[src/rtl/sc_run_ctrl.sv]
// Run/halt/step sequencer, register-dump engine and retired-instruction counter.
// Build with DBG_BP_EN defined to enable the PC breakpoint compare and sticky bp_hit.
module sc_run_ctrl #(
  parameter bit BOOT_RUN = 1'b1,
  parameter int CNT_W    = 32
) (
  input  logic             clk,
  input  logic             rst,
  input  logic             run_req,
  input  logic             halt_req,
  input  logic             step_req,
  input  logic [31:0]      bp_addr,
  input  logic             bp_en,
  input  logic [31:0]      cpu_pc,
  input  logic [4:0]       dbg_sel,
  input  logic [31:0]      reg_data,
  input  logic             dump_req,
  input  logic             dump_ready,
  output logic             cpu_en,
  output logic [4:0]       reg_sel,
  output logic             dump_valid,
  output logic [4:0]       dump_idx,
  output logic [31:0]      dump_data,
  output logic             halted,
  output logic             bp_hit,
  output logic [CNT_W-1:0] instret
);

  typedef enum logic [1:0] {ST_RUN, ST_HALT, ST_STEP, ST_DUMP} state_t;

  localparam state_t BOOT_STATE = BOOT_RUN ? ST_RUN : ST_HALT;

  state_t           state_reg, state_next;
  logic             first_reg, first_next;
  logic             bp_hit_reg, bp_hit_next;
  logic [4:0]       dump_idx_reg, dump_idx_next;
  logic [CNT_W-1:0] instret_reg;
  logic             bp_match;

`ifdef DBG_BP_EN
  // first_reg exempts the entry cycle so a resume from the breakpoint PC can execute it
  assign bp_match = (state_reg == ST_RUN) && bp_en && (cpu_pc == bp_addr) && !first_reg;
  assign bp_hit   = bp_hit_reg;
`else
  logic unused_bp;
  assign unused_bp = ^{bp_en, bp_addr, cpu_pc, first_reg, bp_hit_reg};
  assign bp_match  = 1'b0;
  assign bp_hit    = 1'b0;
`endif

  always_comb begin
    state_next    = state_reg;
    first_next    = 1'b0;
    bp_hit_next   = bp_hit_reg;
    dump_idx_next = dump_idx_reg;
    cpu_en        = 1'b0;
    case (state_reg)
      ST_RUN: begin
        cpu_en = !bp_match;
        if (bp_match) begin
          state_next  = ST_HALT;
          bp_hit_next = 1'b1;
        end else if (halt_req) begin
          state_next = ST_HALT;
        end
      end
      ST_HALT: begin
        if (dump_req) begin
          state_next = ST_DUMP;
        end else if (step_req) begin
          state_next  = ST_STEP;
          bp_hit_next = 1'b0;
        end else if (run_req) begin
          state_next  = ST_RUN;
          first_next  = 1'b1;
          bp_hit_next = 1'b0;
        end
      end
      ST_STEP: begin
        cpu_en     = 1'b1;
        state_next = ST_HALT;
      end
      ST_DUMP: begin
        // index 31 + 1 wraps to 0, leaving the engine ready for the next dump
        if (dump_ready) begin
          dump_idx_next = dump_idx_reg + 5'd1;
          if (dump_idx_reg == 5'd31) begin
            state_next = ST_HALT;
          end
        end
      end
      default: state_next = BOOT_STATE;
    endcase
  end

  always_ff @(posedge clk or negedge rst) begin
    if (!rst) begin
      state_reg    <= BOOT_STATE;
      first_reg    <= BOOT_RUN;
      bp_hit_reg   <= 1'b0;
      dump_idx_reg <= 5'd0;
      instret_reg  <= '0;
    end else begin
      state_reg    <= state_next;
      first_reg    <= first_next;
      bp_hit_reg   <= bp_hit_next;
      dump_idx_reg <= dump_idx_next;
      instret_reg  <= instret_reg + {{(CNT_W-1){1'b0}}, cpu_en};
    end
  end

  assign halted     = (state_reg == ST_HALT) || (state_reg == ST_DUMP);
  assign dump_valid = (state_reg == ST_DUMP);
  assign dump_idx   = dump_idx_reg;
  assign reg_sel    = dump_valid ? dump_idx_reg : dbg_sel;
  assign dump_data  = reg_data;
  assign instret    = instret_reg;

endmodule

[config.mk]
export PLATFORM = sky130hd
export DESIGN_NAME = sc_run_ctrl
export DESIGN_NICKNAME = d
export VERILOG_FILES = /design/src/rtl/sc_run_ctrl.sv
export SDC_FILE = /design/constraint.sdc
export NUM_CORES = 1
export LEC_CHECK = 0
export CAP_MARGIN = 25
export CORE_MARGIN = 4
export CORE_UTILIZATION = 28
export DETAILED_ROUTE_END_ITERATION = 7
export HOLD_SLACK_MARGIN = 0.06
export PLACE_DENSITY = 0.89
export REMOVE_ABC_BUFFERS = 1
export SLEW_MARGIN = 10
export SYNTH_ARGS = -nofsm -noshare
export SYNTH_HDL_FRONTEND = slang
export SYNTH_SLANG_ARGS = --single-unit
[constraint.sdc]
create_clock -name clk -period 2 [get_ports clk]
set_clock_uncertainty 0.05 [all_clocks]
set_input_delay 0.2 -clock clk [delete_from_list [all_inputs] [get_ports clk]]
set_output_delay 0.2 -clock clk [all_outputs]
set_load 0.01 [all_outputs]
==> flow_metrics.env <==
export IMPL_status="complete, no violations"
export IMPL_arrival_ns=1.99
export IMPL_maxCapViolCount=0
export IMPL_synth_ff_type="dfrtp_1"
export IMPL_place_area_um2=2530
export IMPL_crit_chain="inv_1, ha_1, ha_1, and4_1, nor4b_4, buf_4, nand4_1, xnor2_1"
export IMPL_syn2layout_area_growth_pct=27.9
export IMPL_leakagePower_nw=1.14
export IMPL_stdcell_area_um2=2620
export IMPL_drc=0
export IMPL_grt_pass1_vias=1541
export IMPL_hold_path_class="input pin to output pin"
export IMPL_tightest_slew_ns=0.841
export IMPL_r2r_end="instret[24]$_DFF_PN0_"
export IMPL_worst_path_most_repeated_cell="ha_1"
export IMPL_p_per_area_nw_per_um2=787
export IMPL_pre_cts_ws_ns=0.128
export IMPL_critPathKind="register to register"
export IMPL_reg2regPathDepth=8
export IMPL_syn_area_per_cell_um2=10.9
export IMPL_largest_register_ffs=32
export IMPL_place_gp_congestion=0.742
export IMPL_core_area_um2=6940
export IMPL_vias_per_cell=4.55
export IMPL_synth_cell_types=22
export IMPL_clk_latency_ns=0.29
export IMPL_synth_cells=189
export IMPL_cp_slowest_stage_delay_ns=0.38
export IMPL_yosysWarnings=0
export IMPL_fin_util_pct=37.8
export IMPL_crit_path_top_delay_cell="dfrtp_1"
export IMPL_min_to="dump_data[28]"
export IMPL_peakVddDrop_mv=0.739
export IMPL_numCtsBuffers=5
export IMPL_io_buffer_count=56
export IMPL_wire_per_inst_um=17.6
export IMPL_ys_ff_latch=39
export IMPL_root_buffer="clkbuf_8"
export IMPL_crit_path_start_kind="register"
export IMPL_crit_family="simple AND/OR/NAND/NOR gates"
export IMPL_synth_edf_count=0
export IMPL_fin_crit_ns=1.87
export IMPL_finalCritPeriodShare_pct=93.3
export IMPL_row_count=30
export IMPL_critPathBufInv=2
export IMPL_diodes=0
export IMPL_drt_iter0_drc=75
export IMPL_endpoint_kind="register"
export IMPL_htree_levels=2
export IMPL_ant_nets=0
export IMPL_rsz0062_at_grt="no"
export IMPL_path_max_fanout=8
export IMPL_grt_overflow=0
export IMPL_first_pass_iters=4
export IMPL_grt_usage_pct=13.2
export IMPL_synthArstFlopShare_pct=100
export IMPL_die_height_um=93.6
export IMPL_routed_wl_mm=5.71
export IMPL_hold_path_depth=0
export IMPL_dp_hpwl_mm=4.79
export IMPL_min_delay_start="reg_data[28]"
export IMPL_slew_violations=0
export IMPL_post_cts_buffers=0
export IMPL_layout_setup_ws_ns=0.133
export IMPL_antenna_found_initial=0
export IMPL_nets=341
export IMPL_synthesis_area_um2=2050
export IMPL_fmax_mhz=536
export IMPL_rrSetupSlack_ns=0.13
export IMPL_ios=187
export IMPL_power_mw=2.06
export IMPL_grt_start_max_net_pins=40
export IMPL_synth_seq_area_share_pct=47.6
export IMPL_setup_tns_final_ns=0
export IMPL_dieArea_um2=8760
export IMPL_start_util_pct=29.5
export IMPL_finalSetupViolations=0
export IMPL_die_x_um=93.6
export IMPL_cts_tree="yes"
export IMPL_hold_viol_final=0
export IMPL_vias=1474
export IMPL_slew_headroom_pct=43.9
export IMPL_clockBufferDepth=2
export IMPL_drive_above_1_share_pct=11.8
export IMPL_path_clk_slew_ns=0.07
export IMPL_required_ns=2.12
export IMPL_grt_pass1_wl_mm=8.63
export IMPL_r2r_start="state_reg[0]$_DFFE_PN0P_"
export IMPL_clkSinkCount=39
[Yosys cell counts (2+ instances only)]
library cell | count | area (µm²)
ha_1 | 5 | 62.6
nand2_1 | 12 | 45.0
xnor2_1 | 28 | 245
nand4_1 | 14 | 87.6
nand3_1 | 13 | 65.1
nor3_1 | 5 | 25.0
and3_1 | 4 | 25.0
mux2_2 | 7 | 78.8
buf_4 | 33 | 248
inv_1 | 5 | 18.8
xor2_1 | 5 | 43.8
nand4_2 | 2 | 25.0
nor2_1 | 9 | 33.8
dfrtp_1 | 39 | 976
[power by group]
group	switching, mW	internal (mW)
Sequential	0.110	0.873
Clock	0.255	0.244
Combinational	0.232	0.349
[through the flow]
| stage | hold slack, ns | instances |
|---|---|---|
| after detailed placement | 0.301 | 315 |
| final | 0.350 | 324 |
| after floorplan | -0.146 | 155 |
| after global placement | 0.292 | 315 |
| after CTS | 0.350 | 324 |
| after global routing | 0.350 | 324 |
[area by class of cell]
| type | instances | area (µm²) |
|---|---|---|
| timing repair buffer | 65 | 619 |
| multi-input combinational | 111 | 807 |
| inverter | 5 | 18.8 |
| sequential | 39 | 976 |
| fill | 676 | 4320 |
| tap | 96 | 120 |
| clock buffer | 7 | 76.3 |
| clock inverter | 1 | 5.00 |
[how the worst max path moves through the flow]
| stage | depth (start not counted) | slack, ns | from | end |
|---|---|---|---|---|
| CTS | 8 | 0.10 | state_reg[0]$_DFFE_PN0P_ | instret[24]$_DFF_PN0_ |
| detailed placement | 8 | 0.13 | state_reg[0]$_DFFE_PN0P_ | instret[24]$_DFF_PN0_ |
| finish | 8 | 0.13 | state_reg[0]$_DFFE_PN0P_ | instret[24]$_DFF_PN0_ |
| global route | 8 | 0.009 | state_reg[0]$_DFFE_PN0P_ | instret[24]$_DFF_PN0_ |
| global placement | 8 | 0.16 | state_reg[0]$_DFFE_PN0P_ | instret[28]$_DFF_PN0_ |
| floorplan | 7 | -0.01 | state_reg[0]$_DFFE_PN0P_ | instret[28]$_DFF_PN0_ |
[layout by cell type (no fill, tap or decap), types with 2 or more instances in the layout]
master,n
and3_1,4
buf_4,8
xnor2_1,28
clkbuf_1,2
dfrtp_1,39
mux2_2,7
nand4_2,2
xor2_1,5
nor2_1,9
clkbuf_8,5
nand3_1,13
nand4_1,14
dlygate4sd2_1,5
clkdlybuf4s50_1,50
inv_1,5
nand2_1,11
nor3_1,5
ha_1,5
[layer usage]
layer / vias to the layer above / track usage, % / part of all wire [%]
met1: 688 / 13.7 / 34
met2: 93 / 22.3 / 49
met5: - / 0 / 0
li1: 689 / - / -
met3: 4 / 8.85 / 17
met4: 0 / 2.89 / 0.58
[cell families after synthesis]
logic type	Yosys count	share of synthesized area, %
muxes	7	3.84
DFF	39	47.6
buffers and inverters	39	13.2
other	1	0.183
and+or+nand+nor	63	17.2
xor gates and xnor gates	33	14.1
adders and majority gates	5	3.05
AOI/OAI and AO/OA	2	0.854
[timing repair]
action / CTS / global route
hold endpoints to repair: 39 / 0
setup endpoints to repair: 5 / 0
hold buffers: 1 / 0
resized for setup: 6 / 0
(Power assumes the default switching activity.)
